File: src/rtl/imem_loader.sv
// Boot-time instruction memory loader: assembles a length-prefixed little-endian
// byte stream into 32-bit words, writes them from address 0, then releases the core.
module imem_loader #(
  parameter int unsigned DATA_WIDTH    = 32,
  parameter int unsigned IMEM_SZ_IN_KB = 1,
  localparam int unsigned ADDR_WIDTH   = $clog2(IMEM_SZ_IN_KB * 1024)
) (
  input  logic                  clk,
  input  logic                  arst_n,
  input  logic                  rx_valid,
  input  logic [7:0]            rx_data,
  output logic                  rx_ready,
  output logic                  imem_wr_en,
  output logic [ADDR_WIDTH-1:0] imem_addr,
  output logic [DATA_WIDTH-1:0] imem_wdata,
  output logic                  core_rst_n,
  output logic                  load_done,
  output logic                  load_err
);

  localparam int unsigned DEPTH  = IMEM_SZ_IN_KB * 256;
  localparam int unsigned WCNT_W = ADDR_WIDTH - 2;

  typedef enum logic [2:0] {
    HDR_LO,
    HDR_HI,
    DATA,
    FIN,
    DONE,
    ERR
  } state_e;

  state_e                state_q, state_d;
  logic [15:0]           len_q, len_d;
  logic [23:0]           asm_q, asm_d;
  logic [1:0]            byte_cnt_q, byte_cnt_d;
  logic [WCNT_W-1:0]     word_cnt_q, word_cnt_d;
  logic                  wr_en_q, wr_en_d;
  logic [ADDR_WIDTH-1:0] addr_q, addr_d;
  logic [DATA_WIDTH-1:0] wdata_q, wdata_d;
  logic                  done_q, done_d;
  logic                  err_q, err_d;
  logic                  accept;
  logic [15:0]           hdr_len;

  // Ready is a pure state decode so the link never sees a valid->ready loop
  assign rx_ready = arst_n && ((state_q == HDR_LO) || (state_q == HDR_HI) || (state_q == DATA));
  assign accept   = rx_valid && rx_ready;
  assign hdr_len  = {rx_data, len_q[7:0]};

  always_comb begin
    state_d    = state_q;
    len_d      = len_q;
    asm_d      = asm_q;
    byte_cnt_d = byte_cnt_q;
    word_cnt_d = word_cnt_q;
    wr_en_d    = 1'b0;
    addr_d     = addr_q;
    wdata_d    = wdata_q;
    case (state_q)
      HDR_LO: begin
        if (accept) begin
          len_d[7:0] = rx_data;
          state_d    = HDR_HI;
        end
      end
      HDR_HI: begin
        if (accept) begin
          len_d[15:8] = rx_data;
          if (hdr_len == 16'd0)             state_d = DONE;
          else if (32'(hdr_len) > DEPTH)    state_d = ERR;
          else                              state_d = DATA;
        end
      end
      DATA: begin
        if (accept) begin
          byte_cnt_d = byte_cnt_q + 2'd1;
          case (byte_cnt_q)
            2'd0: asm_d[7:0]   = rx_data;
            2'd1: asm_d[15:8]  = rx_data;
            2'd2: asm_d[23:16] = rx_data;
            default: begin
              // Last lane goes straight to the write register, no extra cycle
              wr_en_d    = 1'b1;
              addr_d     = ADDR_WIDTH'({word_cnt_q, 2'b00});
              wdata_d    = DATA_WIDTH'({rx_data, asm_q});
              word_cnt_d = word_cnt_q + WCNT_W'(1);
              if (16'(word_cnt_q) == (len_q - 16'd1)) state_d = FIN;
            end
          endcase
        end
      end
      FIN:     state_d = DONE;
      default: state_d = state_q;
    endcase
    done_d = (state_d == DONE);
    err_d  = (state_d == ERR);
  end

  always_ff @(posedge clk or negedge arst_n) begin
    if (!arst_n) begin
      state_q    <= HDR_LO;
      len_q      <= '0;
      asm_q      <= '0;
      byte_cnt_q <= '0;
      word_cnt_q <= '0;
      wr_en_q    <= 1'b0;
      addr_q     <= '0;
      wdata_q    <= '0;
      done_q     <= 1'b0;
      err_q      <= 1'b0;
    end else begin
      state_q    <= state_d;
      len_q      <= len_d;
      asm_q      <= asm_d;
      byte_cnt_q <= byte_cnt_d;
      word_cnt_q <= word_cnt_d;
      wr_en_q    <= wr_en_d;
      addr_q     <= addr_d;
      wdata_q    <= wdata_d;
      done_q     <= done_d;
      err_q      <= err_d;
    end
  end

  assign imem_wr_en = wr_en_q;
  assign imem_addr  = addr_q;
  assign imem_wdata = wdata_q;
  assign load_done  = done_q;
  assign core_rst_n = done_q;
  assign load_err   = err_q;

endmodule

File: config.mk
export PLATFORM = sky130hd
export DESIGN_NAME = imem_loader
export DESIGN_NICKNAME = d
export VERILOG_FILES = /design/src/rtl/imem_loader.sv
export SDC_FILE = /design/constraint.sdc
export NUM_CORES = 1
export LEC_CHECK = 0
export ABC_AREA = 1
export CAP_MARGIN = 10
export CORE_MARGIN = 1.5
export CORE_UTILIZATION = 48
export CTS_BUF_LIST = sky130_fd_sc_hd__clkbuf_8
export DETAILED_ROUTE_END_ITERATION = 10
export PLACE_DENSITY = 0.81
export REMOVE_ABC_BUFFERS = 1
export SLEW_MARGIN = 40
export SYNTH_ARGS = -nofsm -noshare
export SYNTH_HDL_FRONTEND = slang
export SYNTH_SLANG_ARGS = --single-unit
File: constraint.sdc
create_clock -name clk -period 4.16 [get_ports clk]
set_input_delay 0.832 -clock clk [delete_from_list [all_inputs] [get_ports clk]]
set_output_delay 0.832 -clock clk [all_outputs]
set_load 0.02 [all_outputs]
==> run_results.csv <==
group,metric,value,unit
run_status,outcome,"finished, final reports clean",
final_layout,seq_area,0.002402,sq mm
grt,grtUsageTotal,0.1899,
pwr,p_int,1.973,mW
floorplan,design.core.area,0.008636,sq mm
drt,drc_errors,0,
timing,skew,0.01211,ns
drt,met3_wirelength,382,microns
logic_synthesis,syn_inst,497,
logic_synthesis,ys_warn_count,0,
floorplan,fp.dieArea,0.009363,sq mm
flow_run,cap_violations,0,
logic_synthesis,async_reset_ff_frac,1.000,
min_path,hold_path.class,"input port to async pin",
final_layout,stdcell_area,0.005010,sq mm
clock_tree,h-tree-depth,3,
final_layout,fin_util,0.5801,
setup_path,slowest_stage,"inv_2",
pwr,p_clk_frac,0.180,
clock_tree,post-cts-setup-buffer-count,0,
logic_synthesis,synthTopCellsByArea,"dfrtp_1, nand2_1, nor2_1, o21ai_0, inv_1",
pwr,net-switching-power,1.142,mW
grt,grt_pass1_wl,14.54,mm
logic_synthesis,yosysSeqAreaShare,0.5692,
placement,portBuffers,55,
drt,via_per_inst,5.036,
logic_synthesis,avgSynthCellArea,8.492,sq um
logic_synthesis,netlist_area,0.004220,sq mm
floorplan,io_pins,58,
pwr,ir_drop,0.0002796,V
timing,period_needed,2.847,ns
drt,drtAntennaViolNets,0,
timing,fin_crit_sh,0.6844,
clock_tree,clkSlewWorstSetupHoldPaths,0.09,ns
pwr,combPwrFrac,0.353,
final_layout,multi_input_area,0.001550,sq mm
placement,postPlaceCellArea,0.004828,sq mm
grt,grt_max_degree,79,
setup_path,max_stage_delay,0.48,ns
timing,rsz0062_at_grt,"no",
timing,drv_slew,0,
setup_path,crit_required,4.41,ns
final_layout,nFillCells,775,
drt,met1Wirelength,3.878,mm
logic_synthesis,yosysTopAreaCellShare,0.5692,
timing,setup_viol,0,
setup_path,startpoint_type,"input port",
timing,slew_headroom,0.5323,
drt,routed_wl,8.422,mm
setup_path,worstPathCellList,"clkdlybuf4s50_1, inv_1, nor3_4, nand3_2, buf_4, inv_2, nand2_1, nor2_1, nand3_1, xnor2_1",
placement,dp_slack,0.9268,ns
pwr,pwr-share-seq,0.467,
setup_path,worstPathArrival,3.09,ns
drt,wire_per_inst,12.76,microns
placement,place_congestion,0.9095,
pwr,power_density,621.8,mW/mm^2
timing,hold_viol_final,0,
logic_synthesis,ys_ff_latch,96,
grt,global_route.overflow_total,0,
timing,worst_slack,1.313,ns
timing,max_freq,351.2,MHz
placement,place_hpwl,5.998,mm
floorplan,die_h,96.77,microns
final_layout,drive_above_1_share,0.05072,
drt,dr.pass1.iters,6,
pwr,p_sw_frac,0.3666,
clock_tree,cts_buffers,9,
timing,finalSetupTns,0,ns
final_layout,area_growth,18.71,%
setup_path,critPathBufInv,4,
logic_synthesis,yosys-top-cells-count,"nand2_1, dfrtp_1, nor2_1",
drt,vias,3324,
drt,top_layer_used,"met4",
timing,worst_pin_slew,0.7016,ns
clock_tree,postCtsHoldBufs,0,
floorplan,rows,34,
setup_path,crit_type,"input port to flip-flop",
logic_synthesis,synth.most_common_cell,"nand2_1",
setup_path,cp_max_fo,56,
logic_synthesis,yosysTopAreaCell,"dfrtp_1",
floorplan,initial_core_util,0.4887,
setup_path,crit_family,"buffers and inverters",
grt,grt_pass1_vias,3173,
clock_tree,clockRootBuffer,"clkbuf_8",
setup_path,end_kind,"flip-flop",
clock_tree,clk_path_buf_depth,2,
clock_tree,cts_resized,0,
clock_tree,clkLatencyLatePin,0.37,ns
clock_tree,cts_tree,"built",
floorplan,die_width,96.77,microns
logic_synthesis,synth_cell_types,24,
drt,first_iter_violations,170,
logic_synthesis,ys.flop_type,"dfrtp_1",
grt,antenna_found_initial,0,
drt,wl_met2,4.034,mm
final_layout,diodes,0,
logic_synthesis,synth_edf_count,0,
pwr,p_leak,2.493,nW
clock_tree,cts.sinks,96,
final_layout,fin_nets,564,
## registers in the layout, summed over array words and instances, names as in the netlist
signal / flops
imem_wdata: 32
state_q: 3
imem_addr: 8
load_err: 1
core_rst_n: 1
asm_q: 24
byte_cnt_q: 2
len_q: 16
word_cnt_q: 8
imem_wr_en: 1
## logic make-up after synthesis
| group | after synthesis | share of synthesized area |
|---|---|---|
| compound gates | 65 | 0.07916 |
| xor+xnor | 14 | 0.02905 |
| fa+ha+maj | 6 | 0.01779 |
| buf+inv | 66 | 0.06611 |
| flops | 96 | 0.5692 |
| other cells | 1 | 0.0008886 |
| simple gates | 249 | 0.2378 |
## per-stage QoR
| step | instances | power (mW) | hold WS [ns] |
|---|---|---|---|
| after detailed placement | 644 | 2.588 | 0.4555 |
| after global routing | 660 | 3.324 | 0.3439 |
| after floorplan | 479 | 2.068 | 0.4426 |
| after global placement | 644 | 2.536 | 0.4506 |
| after CTS | 660 | 3.146 | 0.3331 |
| final | 660 | 3.115 | 0.3320 |
## power by group through the flow
stage	registers, mW	logic [mW]	clock network (mW)
6_report	1.46	1.10	0.560
5_1_grt	1.51	1.21	0.610
4_1_cts	1.46	1.11	0.572
3_5_place_dp	1.48	1.11	0
3_3_place_gp	1.46	1.07	0
2_1_floorplan	1.65	0.419	0
## routing by layer
layer	global-route usage	up-vias
li1	-	1632
met1	0.2597	1586
met2	0.3072	92
met3	0.02746	14
met4	0.07581	0
met5	0	-
## final timing paths
kind	start	end	slack, ns	cells after the start
max	rx_valid	word_cnt_q[6]	1.31	10
min	arst_n	word_cnt_q[5]	0.33	1
max reg2reg	state_q[2]	word_cnt_q[6]	1.67	10
min reg2reg	asm_q[20]	imem_wdata[20]	0.47	2
max in group asynchronous	arst_n	imem_addr[2]	2.87	2
min in group clk	asm_q[20]	imem_wdata[20]	0.47	2
## cell usage in the layout, fill, tap and decap left out
master	count
clkinv_4	1
inv_8	1
nand4_1	4
conb_1	2
xnor2_1	5
clkdlybuf4s50_1	54
dfrtp_1	96
ha_1	6
clkinvlp_4	3
nor2_1	54
nor3_1	1
nand3_1	13
buf_6	1
clkbuf_8	9
xor2_1	9
nand2_2	1
nor2_4	3
o21ai_2	1
nand2_1	169
inv_1	47
inv_2	1
a21o_1	1
nand3_2	1
nor2_2	2
nor3_4	1
buf_4	2
inv_6	1
o21a_1	1
o21ai_0	35
a21oi_1	27
## cell type report
type	instances	share of cell area
multi-input cells	336	0.3094
clock buffers	9	0.02473
flip-flops and latches	96	0.4795
repair buffers	57	0.1131
well taps	108	0.02697
clock inverters	7	0.01099
inverters	47	0.03521
No activity file was read; power rests on OpenSTA's default activity.
